==> config.mk <==
export PLATFORM = sky130hd
export DESIGN_NAME = coin_pulse_conditioner
export DESIGN_NICKNAME = d
export VERILOG_FILES = /design/src/rtl/vend_pkg.sv /design/src/rtl/coin_debounce.sv /design/src/rtl/coin_pulse_conditioner.sv
export SDC_FILE = /design/constraint.sdc
export NUM_CORES = 1
export LEC_CHECK = 0
export CORE_ASPECT_RATIO = 0.9
export CORE_MARGIN = 10
export CORE_UTILIZATION = 57
export DETAILED_ROUTE_END_ITERATION = 7
export PLACE_DENSITY = 0.83
export SETUP_SLACK_MARGIN = 0.1
export SLEW_MARGIN = 20
export SYNTH_ARGS = -nofsm -noshare
export SYNTH_HDL_FRONTEND = slang
export SYNTH_SLANG_ARGS = --single-unit
export TNS_END_PERCENT = 20
==> constraint.sdc <==
create_clock -name clk -period 5.1 [get_ports clk]
set_clock_uncertainty 0.15 [all_clocks]
set_input_delay 1.02 -clock clk [delete_from_list [all_inputs] [get_ports clk]]
set_output_delay 1.02 -clock clk [all_outputs]
set_load 0.03 [all_outputs]
==> src/rtl/vend_pkg.sv <==
// Shared types and constants for the vending front end and vending FSM.
package vend_pkg;

    typedef enum logic [1:0] {S_LOW, S_RISE, S_HIGH, S_FALL} deb_state_t;

    localparam int NICKEL_CENTS = 5;
    localparam int DIME_CENTS   = 10;

endpackage

==> src/rtl/coin_debounce.sv <==
// One coin sensor channel: 2-flop synchronizer, debounce FSM and
// a registered one-cycle event on each accepted insertion.
module coin_debounce
    import vend_pkg::*;
#(
    parameter int DEBOUNCE_CYCLES = 4
) (
    input  logic clk,
    input  logic rst,
    input  logic raw,
    output logic stable,
    output logic rise
);

    localparam int CW = $clog2(DEBOUNCE_CYCLES + 1);
    localparam logic [CW-1:0] LAST = CW'(DEBOUNCE_CYCLES - 1);

    logic          sync1_q, sync1_d;
    logic          sync2_q, sync2_d;
    deb_state_t    state_q, state_d;
    logic [CW-1:0] cnt_q, cnt_d;
    logic          rise_q, rise_d;

    always_comb begin
        sync1_d = raw;
        sync2_d = sync1_q;
        state_d = state_q;
        cnt_d   = cnt_q;
        rise_d  = 1'b0;
        unique case (state_q)
            S_LOW: begin
                if (sync2_q) begin
                    cnt_d   = '0;
                    state_d = S_RISE;
                end
            end
            S_RISE: begin
                if (sync2_q) begin
                    cnt_d = cnt_q + CW'(1);
                    if (cnt_d == LAST) begin
                        state_d = S_HIGH;
                        rise_d  = 1'b1;
                    end
                end else begin
                    state_d = S_LOW;
                end
            end
            S_HIGH: begin
                if (!sync2_q) begin
                    cnt_d   = '0;
                    state_d = S_FALL;
                end
            end
            S_FALL: begin
                if (!sync2_q) begin
                    cnt_d = cnt_q + CW'(1);
                    if (cnt_d == LAST) begin
                        state_d = S_LOW;
                    end
                end else begin
                    state_d = S_HIGH;
                end
            end
            default: state_d = S_LOW;
        endcase
    end

    always_ff @(posedge clk) begin
        if (rst) begin
            sync1_q <= 1'b0;
            sync2_q <= 1'b0;
            state_q <= S_LOW;
            cnt_q   <= '0;
            rise_q  <= 1'b0;
        end else begin
            sync1_q <= sync1_d;
            sync2_q <= sync2_d;
            state_q <= state_d;
            cnt_q   <= cnt_d;
            rise_q  <= rise_d;
        end
    end

    assign stable = (state_q == S_HIGH) || (state_q == S_FALL);
    assign rise   = rise_q;

endmodule

==> src/rtl/coin_pulse_conditioner.sv <==
// Coin front end: debounced nickel/dime channels, one-credit-per-cycle
// arbitration, door-open lockout with saturating reject counter.
module coin_pulse_conditioner
    import vend_pkg::*;
#(
    parameter int DEBOUNCE_CYCLES = 4,
    parameter int REJ_W           = 8
) (
    input  logic             clk,
    input  logic             rst,
    input  logic             nickel_raw,
    input  logic             dime_raw,
    input  logic             vend_open,
    output logic             N,
    output logic             D,
    output logic             coin_return,
    output logic [REJ_W-1:0] reject_count
);

    localparam int SW = REJ_W + 2;

    logic n_ev, d_ev;
    logic n_stable, d_stable;
    logic unused;

    logic             n_q, n_d;
    logic             d_q, d_d;
    logic             ret_q, ret_d;
    logic [REJ_W-1:0] rej_q, rej_d;
    logic             pend_d_q, pend_d_d;
    logic             pend_n_q, pend_n_d;
    logic [2:0]       nrej;
    logic [SW-1:0]    sum;

    coin_debounce #(.DEBOUNCE_CYCLES(DEBOUNCE_CYCLES)) u_nickel (
        .clk    (clk),
        .rst    (rst),
        .raw    (nickel_raw),
        .stable (n_stable),
        .rise   (n_ev)
    );

    coin_debounce #(.DEBOUNCE_CYCLES(DEBOUNCE_CYCLES)) u_dime (
        .clk    (clk),
        .rst    (rst),
        .raw    (dime_raw),
        .stable (d_stable),
        .rise   (d_ev)
    );

    assign unused = &{1'b0, n_stable, d_stable};

    // Door open refuses every coin available this cycle at once.
    always_comb begin
        n_d      = 1'b0;
        d_d      = 1'b0;
        ret_d    = 1'b0;
        pend_d_d = 1'b0;
        pend_n_d = 1'b0;
        nrej     = '0;
        if (vend_open) begin
            nrej  = 3'(pend_d_q) + 3'(pend_n_q) + 3'(n_ev) + 3'(d_ev);
            ret_d = |nrej;
        end else if (pend_d_q) begin
            d_d      = 1'b1;
            pend_n_d = n_ev;
        end else if (pend_n_q) begin
            n_d      = 1'b1;
            pend_d_d = d_ev;
        end else if (n_ev) begin
            n_d      = 1'b1;
            pend_d_d = d_ev;
        end else begin
            d_d = d_ev;
        end
        sum = {2'b00, rej_q} + SW'(nrej);
        if (sum[SW-1:REJ_W] != 2'b00) begin
            rej_d = '1;
        end else begin
            rej_d = sum[REJ_W-1:0];
        end
    end

    always_ff @(posedge clk) begin
        if (rst) begin
            n_q      <= 1'b0;
            d_q      <= 1'b0;
            ret_q    <= 1'b0;
            rej_q    <= '0;
            pend_d_q <= 1'b0;
            pend_n_q <= 1'b0;
        end else begin
            n_q      <= n_d;
            d_q      <= d_d;
            ret_q    <= ret_d;
            rej_q    <= rej_d;
            pend_d_q <= pend_d_d;
            pend_n_q <= pend_n_d;
        end
    end

    assign N            = n_q;
    assign D            = d_q;
    assign coin_return  = ret_q;
    assign reject_count = rej_q;

endmodule

### Word level (Yosys, flattened, before mapping)

Index checks and enable logic that the tools add are counted.
W data, S select, Z words.

| word-level totals | value |
|---|---|
| register bits | 29 |
| bits of input ports | 5 |

| operators by class | value |
|---|---|
| add/subtract/negate cells | 6 |
| equal/unequal tests | 20 |
| mux-type cells | 35 |
| bitwise logic cells | 6 |
| reductions and logical operators | 14 |

Operators by type and width:

| kind | count |
|---|---|
| $mux W3 | 9 |
| $mux W2 | 12 |
| $pmux W3 S4 | 2 |
| $pmux W2 S4 | 2 |
| $reduce_and A4 Y1 | 4 |
| $reduce_or A3 Y1 | 5 |
| $add A8 B3 Y9 | 1 |
| $mux W1 | 9 |
| $eq A2 B2 Y1 const B | 4 |
| $mux W8 | 1 |
| $ne A2 B1 Y1 const B | 4 |
| $ne A2 B2 Y1 const B | 4 |
| $add A3 B1 Y3 const B | 2 |
| $eq A3 B2 Y1 const B | 2 |
| $ne A3 B1 Y1 const B | 2 |
| $ne A3 B3 Y1 const B | 2 |
| $not A1 Y1 | 6 |
| $eq A2 B1 Y1 const B | 2 |
| $logic_not A2 Y1 | 2 |
| $reduce_or A2 Y1 | 2 |
| $add A2 B1 Y3 | 1 |
| $add A3 B1 Y3 | 1 |
| $add A1 B1 Y2 | 1 |
| $reduce_bool A2 Y1 | 1 |

### Logic depth before layout (Yosys ltp)

Gate-level depths: netlist of run 1.

| depth | value |
|---|---|
| depth after elaboration | 7 |
| mapped depth | 9 |

### Modules after synthesis

From an unflattened synthesis of run 1, not the netlist that was laid out.

| second synthesis, totals | value |
|---|---|
| cell total of the unflattened synthesis | 148 |
| area, all modules | 1433.9 um^2 |

Modules (own cells, without submodules):

| module | instances | cells each | area each (um^2) | sequential area each (um^2) |
|---|---|---|---|---|
| coin_pulse_conditioner | 1 | 82 | 775.7 | 260.2 |
| coin_debounce | 2 | 33 | 329.1 | 160.2 |

### Least setup slack after synthesis of run 1

Ideal clock, no wire load.

| path | value |
|---|---|
| path type | reg2reg |
| start | register pend_d_q |
| end | register rej_q[4] (netlist: reject_count[4]) |
| setup time | 0.078 ns |
| arrival | 2.421 ns |
| path slack | 2.451 ns |
| cell stages (with the launch flop) | 9 |
| period minus slack after synthesis | 2.649 ns |
| cells stage by stage | dfxtp_1 > fa_1 > ha_1 > ha_1 > and2_1 > fa_1 > a21o_1 > and4b_2 > nor3_1 |

| between the ends | value |
|---|---|
| word-level cells in the longest chain between the ends | 7 |

RTL lines:

| what | RTL line | source |
|---|---|---|
| start, declared | coin_pulse_conditioner.sv:30 | `logic pend_d_q, pend_d_d;` |
| start signal, assigned | coin_pulse_conditioner.sv:97 | `pend_d_q <= pend_d_d;` |
| $add A1 B1 Y2 (*) | coin_pulse_conditioner.sv:62 | `nrej = 3'(pend_d_q) + 3'(pend_n_q) + 3'(n_ev) + 3'(d_ev);` |
| $add A2 B1 Y3 (*) | coin_pulse_conditioner.sv:62 |  |
| $add A3 B1 Y3 (*) | coin_pulse_conditioner.sv:62 |  |
| $mux W3 (*) | coin_pulse_conditioner.sv:61 | `if (vend_open) begin` |
| $add A8 B3 Y9 (*) | coin_pulse_conditioner.sv:76 | `sum = {2'b00, rej_q} + SW'(nrej);` |
| $reduce_bool A2 Y1 | coin_pulse_conditioner.sv:77 | `if (sum[SW-1:REJ_W] != 2'b00) begin` |
| $mux W8 (*) | coin_pulse_conditioner.sv:77 |  |
| end signal, assigned | coin_pulse_conditioner.sv:96 | `rej_q <= rej_d;` |
| end, declared | coin_pulse_conditioner.sv:29 | `logic [REJ_W-1:0] rej_q, rej_d;` |

Every way passes the cells marked *; elsewhere a longest branch is shown, timed or not.
A chain may end at the register's enable or synchronous reset.

### Worst setup path in the final report of run 1

| path | value |
|---|---|
| start | input port vend_open |
| end | register rej_q[4] (netlist: reject_count[4]) |

| between the ends | value |
|---|---|
| word-level cells in the longest chain between the ends | 4 |

RTL lines:

| what | RTL line | source |
|---|---|---|
| start, declared | coin_pulse_conditioner.sv:13 | `input logic vend_open,` |
| $mux W3 (*) | coin_pulse_conditioner.sv:61 |  |
| $add A8 B3 Y9 (*) | coin_pulse_conditioner.sv:76 |  |
| $reduce_bool A2 Y1 | coin_pulse_conditioner.sv:77 |  |
| $mux W8 (*) | coin_pulse_conditioner.sv:77 |  |

Marks and branches as above.

==> results.toml, run 1 <==
[logic_synthesis]
post-synth-top-count-cell = "dfxtp_1"
ys_seq_area_share_pct = 46.35
ys_types = 29
synth_area_leader_cell = "dfxtp_1"
synth_edf_count = 0
synthArstFlopShare_pct = 0
synth_nets = 146
ys_top_cells_by_count = "dfxtp_1 (29), a21oi_1 (14), nor2_1 (11)"
syn_inst = 130
avgSynthCellArea_sq_um = 9.634
synth_area_leaders = "dfxtp_1 (46%), ha_1 (9.0%), a21oi_1 (5.6%)"
synth_seq_cells = 29
synth_top_area_share_pct = 46.35
synth_ff_type = "dfxtp_1"
syn_area_sq_um = 1252
synth_warnings = 0

[layout]
layout-drive-gt1-share_pct = 5.405
fin_nets = 164
n_fill_cell = 177
utilization_pct = 68.87
largest_reg_flops = 8
syn2layout_area_growth_pct = 17.78
diodes = 0

[place]
place_hpwl_um = 1681
port_buffers = 15
place.gp.congestion = 0.7326
dp_slack_ps = 1898

[sta]
fmax_ghz = 0.3460
hold_viol = 0
setup_ws_ps = 2210
tns_ps = 0
period_needed_ps = 2890
finalCritPeriodShare_pct = 56.67
drv_slew = 0
setup_viol = 0
rsz0062_at_grt = "no"
tightest_slew_ps = 974.6
max_slew_margin_pct = 34.83

[detailed_routing]
drtIter0Drc = 39
via_count = 945
wl_um = 2248
drtAntennaViolNets = 0
drc = 0
vias_per_cell = 5.400
detail_route.first_pass.iterations = 4
wl_per_cell_um = 12.85

[critical_path]
arrival_ps = 2970
r2r_slack_ps = 2300
crit_type = "in -> reg"
crit_buf_inv = 1
startpoint_type = "input port"
cp-end-kind = "register"
crit_start = "vend_open"
cp_top_family = "simple AND/OR/NAND/NOR gates"
cp.required_ps = 5180
critical_path.max_fanout = 7
cpMaxStageDelayCell = "clkdlybuf4s50_1"
r2r-start = "pend_d_q"
crit_chain = "clkdlybuf4s50_1, and2_1, ha_1, fa_1, a21o_1, and4b_2, nor3_1"
critPathMaxStageDelay_ps = 490

[cts]
clock_latency_ps = 320
path_clk_slew_ps = 80
htreeDepth = 2
hold_buffers = 0
numClockSinks = 29
clockBufferDepth = 2
root_buffer = "clkbuf_4"
cts_buffers = 5
cts_setup_buffers = 0
cts_resized = 0
tritoncts = "done"

[floorplan]
rows = 16
die_width_um = 69.41
die_h_um = 64.47
start_util_pct = 58.47
pin_count = 16
core_area_sq_um = 2142
die_area_sq_um = 4475

[grt]
grt_pass1_vias = 958
gr-total-overflow = 0
grt_first_pass_wirelength_um = 4084
antenna_found_initial = 0
grt_use_total_pct = 11.11
grt_max_degree = 29

[hold_path]
worstHoldStart = "u_nickel.sync1_q"
hold_class = "reg -> reg"

[power_and_ir_drop]
p_leak_nw = 0.5799
ir_worst_vdd_mv = 0.1974
p_per_area_nw_per_um2 = 254.9

[status]
outcome = "completed"

[run]
max_cap_violations = 0
-- path summary, 6_finish.rpt --
| kind | cells past startpoint | to |
|---|---|---|
| worst max-delay path | 7 | reject_count[4] |
| worst max register to register | 8 | reject_count[4] |
| worst min-delay path | 1 | u_nickel.sync2_q |
| worst min register to register | 1 | u_nickel.sync2_q |
-- where the power goes --
group	internal, mW	switching (mW)
clock network	0.0649	0.0708
registers	0.228	0.00141
logic	0.00487	0.00580
-- layout make-up --
class	count	area, sq um	share of cell area, %
sequential	29	580.6	39.36
inverter	5	18.77	1.272
clock buffer	7	55.05	3.732
multi-input combinational	92	636.9	43.17
timing repair buffer	15	150.1	10.18
tap	27	33.78	2.290
-- cell usage in the layout, fill, tap and decap left out --
cell type and count:
dfxtp_1 29, clkdlybuf4s50_1 15, a21oi_1 14, nor2_1 11
ha_1 9, xnor2_1 7, nor3_1 7, nor2b_1 6
inv_1 5, and3_1 5, clkbuf_4 5, and2_1 4
nor3b_1 4, nand2_1 4, o21ai_0 3, nand4_1 2
a211oi_1 2, nand3_1 2, mux2i_1 2, fa_1 2
nor4_1 1, a21o_1 1, nor3_2 1, a31oi_1 1
or3_1 1, xor2_1 1, nand4b_1 1, and4b_2 1
clkbuf_1 1, clkbuf_8 1
-- through the flow --
stage | hold slack, ps | total power [mW] | area, sq um | cells
5_1_grt | 312.7 | 0.3950 | 1475 | 175
6_report | 302.1 | 0.3760 | 1475 | 175
3_5_place_dp | 284.9 | 0.2457 | 1420 | 168
2_1_floorplan | 263.8 | 0.2408 | 1252 | 130
3_3_place_gp | 267.9 | 0.2450 | 1420 | 168
4_1_cts | 305.4 | 0.3846 | 1475 | 175
-- kinds of logic after synthesis --
logic type | after synthesis | share of synthesized area, %
buffers and inverters | 9 | 2.797
flip-flops | 29 | 46.35
AND/OR/NAND/NOR | 50 | 22.38
adder cells (fa/ha/maj) | 11 | 12.19
multiplexers | 2 | 1.598
XOR/XNOR | 8 | 5.595
AO/OA/AOI/OAI | 21 | 9.091
-- layer usage --
layer	track usage [%]	vias up	share of wire [%]
met5	0	-	0
li1	-	480	-
met1	11.06	439	44
met3	4.871	6	5.6
met2	18.95	20	48
met4	6.784	0	2.6
No activity file was read; power rests on OpenSTA's default activity.
==> run 2, diff against run 1 <==
Settings changed: CORE_UTILIZATION 57 to 48, PLACE_DENSITY 0.83 to 0.75.
Clock period 5.1 ns to 2.4 ns, I/O delays scaled along.
==> run 2 against run 1 <==
Against the previous run: the run now ends with negative setup slack left; largest cell class unchanged; clock-buffer cell count unchanged; sequential power up 110%; utilization down 4.3 points.
==> results.toml, run 2 (same netlist as run 1, synthesis figures left out) <==
[floorplan]
die_area_sq_um = 5055
pin_count = 16
die_h_um = 68.46
rows = 17
core_area_sq_um = 2467
die_width_um = 73.85
start_util_pct = 50.76

[detailed_routing]
wl_per_cell_um = 13.39
drc = 0
drtIter0Drc = 34
vias_per_cell = 5.448
detail_route.first_pass.iterations = 4
via_count = 997
drtAntennaViolNets = 0
wl_um = 2451

[critical_path]
r2r-start = "u_dime.rise"
crit_type = "reg -> reg"
crit_start = "u_dime.rise"
critical_path.max_fanout = 5
arrival_ps = 2690
r2r_cells = 9
rr_endpoint = "reject_count[6]"
r2r_slack_ps = -200
cp-end-kind = "register"
cp-endpoint = "reject_count[6]"
startpoint_type = "register"
cp.required_ps = 2500

[run]
max_cap_violations = 0

[layout]
stdcell_count = 183
multi_input_area_sq_um = 691.9
largest_reg_flops = 8
syn2layout_area_growth_pct = 27.27
layout-drive-gt1-share_pct = 16.77
utilization_pct = 64.60
final-seq-area_sq_um = 583.1
n_fill_cell = 215
fin_area_sq_um = 1594
layout_commonest_cell = "dfxtp_1"
diodes = 0
mostFrequentLayoutCells = "dfxtp_1 (27), clkdlybuf4s50_1 (15), a21oi_1 (14)"
fin_nets = 170

[sta]
hold_viol = 0
fmax_ghz = 0.3853
hold-worst-slack_ps = 287.7
rsz0062_at_grt = "yes"
setup_viol = 8
max_slew_margin_pct = 65.30
finalCritPeriodShare_pct = 108.1
period_needed_ps = 2595
drv_slew = 0
setup_ws_ps = -195.4
tightest_slew_ps = 516.8
tns_ps = -1385

[status]
outcome = "finished with violations"
violations = "negative setup slack"

[power_and_ir_drop]
finalPower_mw = 0.8479
comb_power_share_pct = 3.2
switching_share_pct = 21.24
p_clk_share_pct = 39.3
p_switching_mw = 0.1801
intPower_mw = 0.6678
seq_power_share_pct = 57.5
ir_worst_vdd_mv = 0.3827
p_per_area_nw_per_um2 = 531.9
p_leak_nw = 0.6130

[place]
place.gp.congestion = 0.7197
dp_slack_ps = -208.7
placed_area_sq_um = 1481
port_buffers = 15
place_hpwl_um = 1800
dp.cells = 175

[cts]
cts_setup_buffers = 0
clockBufferDepth = 2
path_clk_slew_ps = 90
tritoncts = "done"
numClockSinks = 29
htreeDepth = 2
clock_latency_ps = 330
cts_buffers = 5
root_buffer = "clkbuf_4"

[grt]
grt_use_total_pct = 10.46
grt_first_pass_wirelength_um = 4071
grt_pass1_vias = 951
gr-total-overflow = 0
antenna_found_initial = 0
grt_max_degree = 20

[hold_path]
worstHoldStart = "u_dime.sync1_q"
hold_class = "reg -> reg"
==> run 2: cell count changes in the layout (fill, tap and decap cells not counted), moves of 2 or more <==
cell | before | now
buf_4 | 0 | 6
dfxtp_1 | 29 | 27
dfxtp_2 | 0 | 2
ha_1 | 9 | 6
and2_1 | 4 | 2
and2_4 | 0 | 2
ha_4 | 0 | 3
==> run 2: power by group through the flow <==
| stage | Clock, mW | Combinational, mW | Sequential [mW] |
|---|---|---|---|
| finish | 0.333 | 0.0272 | 0.488 |
| global route | 0.364 | 0.0302 | 0.489 |
| global placement | 0 | 0.0260 | 0.499 |
| detailed placement | 0 | 0.0267 | 0.499 |
| floorplan | 0 | 0.0133 | 0.498 |
| CTS | 0.340 | 0.0268 | 0.488 |
==> run 2: critical path: stages (launching register included) <==
cell	delay, ps
dfxtp_2	340
fa_1	580
ha_4	210
and2_4	140
ha_4	160
fa_2	370
a21o_1	220
nand4_1	140
nor3_1	60
a211oi_1	150
==> run 2: what timing repair did <==
| item | 4_1_cts | 5_1_grt |
|---|---|---|
| hold buffers | 0 | 0 |
| pin swaps | 5 | 1 |
| gates cloned | 0 | 0 |
| setup endpoints to repair | 8 | 8 |
| gates resized for setup | 0 | 5 |
==> run 2: per-layer routing <==
layer	share of wire, %	track usage (%)	up-vias	wire, um
met4	2.0	7.442	0	49
met2	49	17.23	19	1203
met1	43	10.64	469	1057
li1	-	-	502	-
met5	0	0	-	0
met3	5.8	4.335	7	141
==> run 2: final cells by class <==
| cell class | count | share of cell area, % |
|---|---|---|
| Inverter | 5 | 1.177 |
| Clock buffer | 7 | 4.082 |
| Multi-Input combinational cell | 92 | 43.41 |
| Timing Repair Buffer | 21 | 12.24 |
| Clock inverter | 1 | 0.3140 |
| Tap cell | 28 | 2.198 |
| Sequential cell | 29 | 36.58 |
==> run 2: worst min-delay path by stage <==
stage	to	cells past startpoint	slack (ps)
after detailed placement	u_dime.sync2_q	1	270
after global placement	u_nickel.sync2_q	1	270
after floorplan	u_dime.sync2_q	1	260
final	u_dime.sync2_q	1	290
after CTS	u_dime.sync2_q	1	290
after global routing	u_dime.sync2_q	1	320
